<file path="config.mk">
export PLATFORM = sky130hd
export DESIGN_NAME = exec_mul_sequencer
export DESIGN_NICKNAME = d
export VERILOG_FILES = /design/src/rtl/exec_mul_sequencer.sv
export SDC_FILE = /design/constraint.sdc
export NUM_CORES = 1
export LEC_CHECK = 0
export ABC_AREA = 1
export ABC_CLOCK_PERIOD_IN_PS = 8400
export BUFFER_PORTS_ARGS = -buffer_cell sky130_fd_sc_hd__clkbuf_2
export CAP_MARGIN = 20
export CORE_ASPECT_RATIO = 2
export CORE_MARGIN = 1.5
export CORE_UTILIZATION = 65
export CTS_CLUSTER_DIAMETER = 50
export DETAILED_ROUTE_END_ITERATION = 7
export PLACE_DENSITY = 0.95
export SETUP_SLACK_MARGIN = 0.15
export SLEW_MARGIN = 20
export SYNTH_ARGS = -nofsm -noshare
export SYNTH_HDL_FRONTEND = slang
export SYNTH_SLANG_ARGS = --single-unit
</file>
<file path="constraint.sdc">
create_clock -name clk -period 8.4 [get_ports clk]
set_input_delay 1.68 -clock clk [delete_from_list [all_inputs] [get_ports clk]]
set_output_delay 1.68 -clock clk [all_outputs]
set_load 0.005 [all_outputs]
</file>
<file path="src/rtl/exec_mul_sequencer.sv">
// Iterative radix-2 shift-add multiplier for MUL/SMULH/UMULH beside the execute stage.
// Signed operands are multiplied as magnitudes; the sign is applied to the 2N-bit product.
module exec_mul_sequencer #(
    parameter int N = 64
) (
    input  logic         clk,
    input  logic         reset,
    input  logic         start,
    input  logic         flush,
    input  logic [N-1:0] op_a,
    input  logic [N-1:0] op_b,
    input  logic         is_signed,
    input  logic         hi_sel,
    output logic         busy,
    output logic         stall_E,
    output logic         done,
    output logic [N-1:0] result
);
    localparam int CW = (N > 1) ? $clog2(N) : 1;

    typedef enum logic [1:0] {IDLE, RUN, DONE} state_t;

    state_t         state_q, state_d;
    logic [N-1:0]   mcand_q, mcand_d;
    logic [N-1:0]   mplier_q, mplier_d;
    logic [N-1:0]   acc_q, acc_d;
    logic [CW-1:0]  cnt_q, cnt_d;
    logic           neg_q, neg_d;
    logic           hi_q, hi_d;
    logic [N-1:0]   result_q, result_d;

    logic [N:0]     sum;
    logic [2*N-1:0] prod;
    logic [2*N-1:0] p;

    always_comb begin
        state_d  = state_q;
        mcand_d  = mcand_q;
        mplier_d = mplier_q;
        acc_d    = acc_q;
        cnt_d    = cnt_q;
        neg_d    = neg_q;
        hi_d     = hi_q;
        result_d = result_q;

        // One iteration: conditional add into the upper half, then shift {carry, acc, mplier} right.
        sum  = {1'b0, acc_q} + (mplier_q[0] ? {1'b0, mcand_q} : '0);
        prod = {sum[N:1], sum[0], mplier_q[N-1:1]};
        p    = neg_q ? -prod : prod;

        unique case (state_q)
            IDLE: begin
                if (start && !flush) begin
                    mcand_d  = (is_signed && op_a[N-1]) ? -op_a : op_a;
                    mplier_d = (is_signed && op_b[N-1]) ? -op_b : op_b;
                    neg_d    = is_signed & (op_a[N-1] ^ op_b[N-1]);
                    hi_d     = hi_sel;
                    acc_d    = '0;
                    cnt_d    = CW'(N - 1);
                    state_d  = RUN;
                end
            end
            RUN: begin
                if (flush) begin
                    state_d = IDLE;
                end else begin
                    acc_d    = prod[2*N-1:N];
                    mplier_d = prod[N-1:0];
                    if (cnt_q == '0) begin
                        // Final product is formed from this iteration's output so result is valid in DONE.
                        result_d = hi_q ? p[2*N-1:N] : p[N-1:0];
                        state_d  = DONE;
                    end else begin
                        cnt_d = cnt_q - CW'(1);
                    end
                end
            end
            DONE:    state_d = IDLE;
            default: state_d = IDLE;
        endcase
    end

    always_ff @(posedge clk) begin
        if (reset) begin
            state_q  <= IDLE;
            mcand_q  <= '0;
            mplier_q <= '0;
            acc_q    <= '0;
            cnt_q    <= '0;
            neg_q    <= 1'b0;
            hi_q     <= 1'b0;
            result_q <= '0;
        end else begin
            state_q  <= state_d;
            mcand_q  <= mcand_d;
            mplier_q <= mplier_d;
            acc_q    <= acc_d;
            cnt_q    <= cnt_d;
            neg_q    <= neg_d;
            hi_q     <= hi_d;
            result_q <= result_d;
        end
    end

    assign busy    = (state_q == RUN);
    assign stall_E = ((state_q == IDLE) && start && !flush) || (state_q == RUN);
    assign done    = (state_q == DONE) && !flush;
    assign result  = result_q;
endmodule

</file>
==> report_table.html, run 1 <==
<table>
<tr><th>Metric</th><th>Value</th></tr>
<tr><th colspan="2">Clocking</th></tr>
<tr><td>Hold buffer count at CTS</td><td>0</td></tr>
<tr><td>CTS H-Tree Depth</td><td>1</td></tr>
<tr><td>Post-cts gate resize count</td><td>0</td></tr>
<tr><td>CTS Sinks</td><td>266</td></tr>
<tr><td>Setup Buffers After CTS</td><td>0</td></tr>
<tr><td>CTS root buf</td><td>sky130_fd_sc_hd__clkbuf_16</td></tr>
<tr><td>Bufs on Longest Clock Path</td><td>3</td></tr>
<tr><td>Inserted Clock Buffers</td><td>29</td></tr>
<tr><th colspan="2">Yosys</th></tr>
<tr><td>Cell taking the most area after synthesis</td><td>sky130_fd_sc_hd__dfxtp_1</td></tr>
<tr><td>Unique masters post-synth</td><td>57</td></tr>
<tr><td>EDFF count, synth</td><td>0</td></tr>
<tr><td>Average instance area after synthesis</td><td>5.60 µm²</td></tr>
<tr><td>Summed instance area of the synthesized netlist</td><td>0.0249 mm²</td></tr>
<tr><td>Post-synthesis async set-or-reset flop share</td><td>0</td></tr>
<tr><td>Post-Synthesis Net Count</td><td>4654</td></tr>
<tr><td>Top-area cell type share of the netlist area</td><td>0.214</td></tr>
<tr><td>Most instantiated flip-flop cell in the synthesis netlist</td><td>sky130_fd_sc_hd__dfxtp_1</td></tr>
<tr><td>Number of synthesized register bits</td><td>266</td></tr>
<tr><td>Main area contributors after synthesis</td><td>sky130_fd_sc_hd__dfxtp_1 21%, sky130_fd_sc_hd__nand2_1 19%, sky130_fd_sc_hd__inv_1 9.6%</td></tr>
<tr><td>Sequential-to-total area share from yosys stat</td><td>0.214</td></tr>
<tr><td>Instance count of the mapped netlist</td><td>4450</td></tr>
<tr><td>Number of synthesis warnings</td><td>0</td></tr>
<tr><th colspan="2">GRT</th></tr>
<tr><td>Vias in the first global route</td><td>31500</td></tr>
<tr><td>First-pass GRT wire length</td><td>181 mm</td></tr>
<tr><td>Remaining global-route overflow</td><td>28</td></tr>
<tr><td>Largest net degree at the start of global routing</td><td>88</td></tr>
<tr><td>Total GRT Usage</td><td>0.598</td></tr>
<tr><th colspan="2">Placement</th></tr>
<tr><td>DP HPWL</td><td>83.7 mm</td></tr>
<tr><td>Placer Congestion</td><td>1.18</td></tr>
<tr><td>Count of port buffers added during placement</td><td>200</td></tr>
<tr><th colspan="2">Floorplan</th></tr>
<tr><td>Chip Height</td><td>280 µm</td></tr>
<tr><td>Chip width</td><td>141 µm</td></tr>
<tr><td>Count of standard-cell rows</td><td>101</td></tr>
<tr><td>Starting density of the core</td><td>0.658</td></tr>
<tr><td>Number of I/O pins</td><td>201</td></tr>
<tr><th colspan="2">Run status</th></tr>
<tr><td>Exit stage</td><td>global routing (5_1_grt)</td></tr>
<tr><td>Err</td><td>[ERROR GRT-0116] Global routing finished with congestion. Check the congestion regions in the DRC Viewer.</td></tr>
<tr><td>Outcome</td><td>stopped before the end</td></tr>
</table>
==> cell usage after synthesis (28+ instances only) <==
cell type,number
sky130_fd_sc_hd__nand2_1,1285
sky130_fd_sc_hd__inv_1,639
sky130_fd_sc_hd__nor2_1,483
sky130_fd_sc_hd__a21oi_1,361
sky130_fd_sc_hd__o21ai_0,312
sky130_fd_sc_hd__nand3_1,277
sky130_fd_sc_hd__dfxtp_1,266
sky130_fd_sc_hd__clkbuf_1,125
sky130_fd_sc_hd__ha_1,69
sky130_fd_sc_hd__nor3_1,64
sky130_fd_sc_hd__nand2_2,56
sky130_fd_sc_hd__a31oi_1,49
sky130_fd_sc_hd__xor2_1,47
sky130_fd_sc_hd__nand4_1,46
sky130_fd_sc_hd__nor4_1,38
sky130_fd_sc_hd__xnor2_1,31
sky130_fd_sc_hd__nand3b_1,30
sky130_fd_sc_hd__nor2_2,28
==> cell families after synthesis <==
kind of cell / Yosys count / share of synthesized area
DFF: 266 / 0.214
AOI/OAI and AO/OA: 830 / 0.182
adders and majority gates: 70 / 0.0354
buffers and inverters: 823 / 0.126
xor gates and xnor gates: 79 / 0.0281
and+or+nand+nor: 2382 / 0.415
==> through the flow <==
stage          hold slack, ns  worst slack [ns]  instance area [µm²]  instances   util
3_5_place_dp            0.455              3.57                26100       4983  0.689
4_1_cts                 0.464              3.79                27000       5034  0.713
2_1_floorplan           0.440              3.86                24900       4450      -
3_3_place_gp            0.449              3.63                26100       4983  0.689
==> metal layers <==
layer | GRT usage | GRT overflow
met1 | 0.552 | 0
met2 | 0.910 | 8
met3 | 0.267 | 0
met4 | 0.691 | 20
met5 | 0.0218 | 0
==> run 2, diff against run 1 <==
CORE_ASPECT_RATIO = unset   (was 2)
CORE_UTILIZATION = 40   (was 65)
CTS_CLUSTER_DIAMETER = unset   (was 50)
PLACE_DENSITY = unset   (was 0.95)
PLACE_DENSITY_LB_ADDON = 0.15   (was unset)
SETUP_SLACK_MARGIN = unset   (was 0.15)
==> run 2 against run 1 <==
Effect of this change: the run now ends clean; synthesized cell count unchanged; synthesized area is the same.
==> report_table.html, run 2 <==
<table>
<tr><th>Metric</th><th>Value</th></tr>
<tr><th colspan="2">Run status</th></tr>
<tr><td>Outcome</td><td>complete, no violations</td></tr>
<tr><th colspan="2">Power</th></tr>
<tr><td>Power per cell area</td><td>139 mW/mm²</td></tr>
<tr><td>Leakage</td><td>14.2 nW</td></tr>
<tr><td>Max VDD drop</td><td>0.112 mV</td></tr>
<tr><th colspan="2">Floorplan</th></tr>
<tr><td>Chip Height</td><td>253 µm</td></tr>
<tr><td>Total core area</td><td>0.0616 mm²</td></tr>
<tr><td>Number of I/O pins</td><td>201</td></tr>
<tr><td>Chip width</td><td>253 µm</td></tr>
<tr><td>Starting density of the core</td><td>0.405</td></tr>
<tr><td>Full die area</td><td>0.0638 mm²</td></tr>
<tr><td>Count of standard-cell rows</td><td>91</td></tr>
<tr><th colspan="2">Drt</th></tr>
<tr><td>Average wire length per cell after detail routing</td><td>19.2 µm</td></tr>
<tr><td>Via count</td><td>29200</td></tr>
<tr><td>Sum of routed wire length over all layers</td><td>104 mm</td></tr>
<tr><td>DRC violation total after the first TritonRoute iteration</td><td>3147</td></tr>
<tr><td>Avg Vias per Cell</td><td>5.39</td></tr>
<tr><td>Remaining antenna violation count after routing</td><td>0</td></tr>
<tr><td>DRC viols</td><td>0</td></tr>
<tr><td>Drt first pass iters</td><td>5</td></tr>
<tr><th colspan="2">GRT</th></tr>
<tr><td>Largest net degree at the start of global routing</td><td>109</td></tr>
<tr><td>First-pass GRT wire length</td><td>157 mm</td></tr>
<tr><td>Total GRT Usage</td><td>0.320</td></tr>
<tr><td>Antenna violations before repair</td><td>7</td></tr>
<tr><td>Remaining global-route overflow</td><td>0</td></tr>
<tr><td>Vias in the first global route</td><td>26100</td></tr>
<tr><th colspan="2">Yosys</th></tr>
<tr><td>Main area contributors after synthesis</td><td>sky130_fd_sc_hd__dfxtp_1 21%, sky130_fd_sc_hd__nand2_1 19%, sky130_fd_sc_hd__inv_1 9.6%</td></tr>
<tr><td>Post-Synthesis Net Count</td><td>4654</td></tr>
<tr><td>Most instantiated flip-flop cell in the synthesis netlist</td><td>sky130_fd_sc_hd__dfxtp_1</td></tr>
<tr><td>Cell taking the most area after synthesis</td><td>sky130_fd_sc_hd__dfxtp_1</td></tr>
<tr><td>Top-area cell type share of the netlist area</td><td>0.214</td></tr>
<tr><td>Sequential-to-total area share from yosys stat</td><td>0.214</td></tr>
<tr><td>Most frequent cell after synthesis</td><td>sky130_fd_sc_hd__nand2_1</td></tr>
<tr><td>Unique masters post-synth</td><td>57</td></tr>
<tr><td>Average instance area after synthesis</td><td>5.60 µm²</td></tr>
<tr><td>Summed instance area of the synthesized netlist</td><td>0.0249 mm²</td></tr>
<tr><td>Most frequent cells after synthesis</td><td>1285 x sky130_fd_sc_hd__nand2_1, 639 x sky130_fd_sc_hd__inv_1, 483 x sky130_fd_sc_hd__nor2_1</td></tr>
<tr><td>Instance count of the mapped netlist</td><td>4450</td></tr>
<tr><td>Number of synthesized register bits</td><td>266</td></tr>
<tr><td>Number of synthesis warnings</td><td>0</td></tr>
<tr><td>EDFF count, synth</td><td>0</td></tr>
<tr><td>Post-synthesis async set-or-reset flop share</td><td>0</td></tr>
<tr><th colspan="2">Timing</th></tr>
<tr><td>PnR worst setup slack</td><td>3.99 ns</td></tr>
<tr><td>Final critical-path required period</td><td>4.41 ns</td></tr>
<tr><td>Final setup skew</td><td>0.0274 ns</td></tr>
<tr><td>Worst Hold Margin</td><td>0.463 ns</td></tr>
<tr><td>Final Slew Violations</td><td>0</td></tr>
<tr><td>Fmax</td><td>227 MHz</td></tr>
<tr><td>Slew margin rel.</td><td>0.285</td></tr>
<tr><td>Number of endpoints with negative hold slack in the final report</td><td>0</td></tr>
<tr><td>Final period util</td><td>0.526</td></tr>
<tr><td>Transition time at the pin with the least slew margin</td><td>1.07 ns</td></tr>
<tr><td>Setup repair after global routing missed its margin</td><td>false</td></tr>
<tr><td>Finish-stage setup viols</td><td>0</td></tr>
<tr><td>Setup_tns</td><td>0 ns</td></tr>
<tr><th colspan="2">Final layout</th></tr>
<tr><td>Non-Filler Cell Area, Final</td><td>0.0277 mm²</td></tr>
<tr><td>Layout cells sized above 1</td><td>0.104</td></tr>
<tr><td>Total area of sequential cells</td><td>0.00533 mm²</td></tr>
<tr><td>Area of the multi-input gates</td><td>0.0165 mm²</td></tr>
<tr><td>Fin util</td><td>0.450</td></tr>
<tr><td>Layout overhead on the synthesized area</td><td>11.3%</td></tr>
<tr><td>Net count reported at finish</td><td>4759</td></tr>
<tr><td>Most common cell after layout, fill and taps aside</td><td>sky130_fd_sc_hd__nand2_1</td></tr>
<tr><td>Most used cells in the layout excluding fill and tap cells</td><td>1285 x sky130_fd_sc_hd__nand2_1, 636 x sky130_fd_sc_hd__inv_1, 479 x sky130_fd_sc_hd__nor2_1, 361 x sky130_fd_sc_hd__a21oi_1, 312 x sky130_fd_sc_hd__o21ai_0</td></tr>
<tr><td># fillers</td><td>6816</td></tr>
<tr><th colspan="2">Critical path</th></tr>
<tr><td>Highest net fanout along the worst path</td><td>65</td></tr>
<tr><td>Signal arrival time at the worst endpoint</td><td>4.92 ns</td></tr>
<tr><td>Kind of start point of the critical path</td><td>register</td></tr>
<tr><td>Setup crit end kind</td><td>register</td></tr>
<tr><td>Required time at the worst-slack endpoint</td><td>8.90 ns</td></tr>
<tr><td>Type of the setup path with the least slack</td><td>register to register</td></tr>
<tr><th colspan="2">Placement</th></tr>
<tr><td>Count of port buffers added during placement</td><td>200</td></tr>
<tr><td>Placer Congestion</td><td>1.01</td></tr>
<tr><td>Placement-stage cell area</td><td>0.0266 mm²</td></tr>
<tr><td>Setup Slack @ Placement</td><td>3.95 ns</td></tr>
<tr><td>DP HPWL</td><td>83.3 mm</td></tr>
<tr><th colspan="2">Clocking</th></tr>
<tr><td>Clock Pin Slew Worst Setup and Hold Paths</td><td>0.06 ns</td></tr>
<tr><td>Inserted Clock Buffers</td><td>35</td></tr>
<tr><td>CTS H-Tree Depth</td><td>2</td></tr>
<tr><td>Post-cts gate resize count</td><td>0</td></tr>
<tr><td>Hold buffer count at CTS</td><td>0</td></tr>
<tr><td>Clock tree from TritonCTS</td><td>done</td></tr>
<tr><td>CTS root buf</td><td>sky130_fd_sc_hd__clkbuf_16</td></tr>
<tr><td>Insertion delay of the later-clocked pin in the worst-skew pair</td><td>0.57 ns</td></tr>
<tr><td>Setup Buffers After CTS</td><td>0</td></tr>
<tr><td>CTS Sinks</td><td>266</td></tr>
<tr><td>Bufs on Longest Clock Path</td><td>3</td></tr>
<tr><th colspan="2">Run</th></tr>
<tr><td>Reported max-cap violation count</td><td>0</td></tr>
<tr><th colspan="2">Hold path</th></tr>
<tr><td>Class of the most critical hold timing path</td><td>register to register</td></tr>
</table>
run 2: cell counts after synthesis:
No cell type changed its count.
run 2: final timing paths:
kind | from | to | slack, ns | depth (start not counted)
max | mplier_q[0] | result[63] | 3.99 | 23
min | cnt_q[0] | cnt_q[0] | 0.46 | 2
max reg2reg | mplier_q[0] | result[63] | 3.99 | 23
min reg2reg | cnt_q[0] | cnt_q[0] | 0.46 | 2
run 2: cell families (layout without fill, tap and decap cells):
group,after synthesis,after routing,synth area share
simple gates,2382,2382,0.415
compound gates,830,830,0.182
buf+inv,823,952,0.126
flops,266,266,0.214
xor+xnor,79,79,0.0281
fa+ha+maj,70,70,0.0354
other cells,0,3,0
run 2: layout make-up:
class	count	area share
diodes	3	0.000271
clock buffers	45	0.0355
well taps	837	0.0378
repair buffers	223	0.0424
flip-flops and latches	266	0.192
clock inverters	16	0.00613
multi-input cells	3361	0.595
inverters	668	0.0905
run 2: power by group:
| group | internal, mW | total, mW | switching, mW | leakage (nW) |
|---|---|---|---|---|
| Sequential | 1.33 | 1.42 | 0.0916 | 2.17 |
| Clock | 0.896 | 1.54 | 0.640 | 0.557 |
| Combinational | 0.271 | 0.895 | 0.624 | 11.5 |
| Total | 2.50 | 3.85 | 1.35 | 14.2 |
run 2: metal layers:
layer  global-route usage  routed length [µm]  up-vias
met5                    0                  57        -
met4               0.0972                3050        8
met3               0.0354                8050      134
met2                0.478               43600     1122
met1                0.474               49200    13400
li1                     -                   -    14500
run 2: metrics by stage:
stage                     instances  power [mW]
after floorplan                4450        2.00
after global placement         5355        2.31
after detailed placement       5355        2.31
after CTS                      5416        3.85
after global routing           5419        4.01
final                          5419        3.85
run 2: worst max-delay path, cell delays in order (launching register included):
cell and delay [ns]:
sky130_fd_sc_hd__dfxtp_2 0.31, sky130_fd_sc_hd__buf_4 0.51, sky130_fd_sc_hd__nand2_1 0.15, sky130_fd_sc_hd__inv_1 0.22, sky130_fd_sc_hd__ha_1 0.36, sky130_fd_sc_hd__nand2_1 0.16
sky130_fd_sc_hd__inv_1 0.05, sky130_fd_sc_hd__a21oi_1 0.28, sky130_fd_sc_hd__nand2_1 0.13, sky130_fd_sc_hd__inv_1 0.07, sky130_fd_sc_hd__nand2_1 0.07, sky130_fd_sc_hd__a21oi_1 0.17
sky130_fd_sc_hd__nand2_1 0.07, sky130_fd_sc_hd__nand2_1 0.06, sky130_fd_sc_hd__nand2_1 0.31, sky130_fd_sc_hd__nor2_1 0.34, sky130_fd_sc_hd__nand2_1 0.09, sky130_fd_sc_hd__nor2_1 0.20
sky130_fd_sc_hd__nand2_1 0.09, sky130_fd_sc_hd__nand2_1 0.10, sky130_fd_sc_hd__nand2_1 0.07, sky130_fd_sc_hd__nand2_1 0.06, sky130_fd_sc_hd__nand3_1 0.22, sky130_fd_sc_hd__a21oi_1 0.20
No activity file was read; power rests on OpenSTA's default activity.
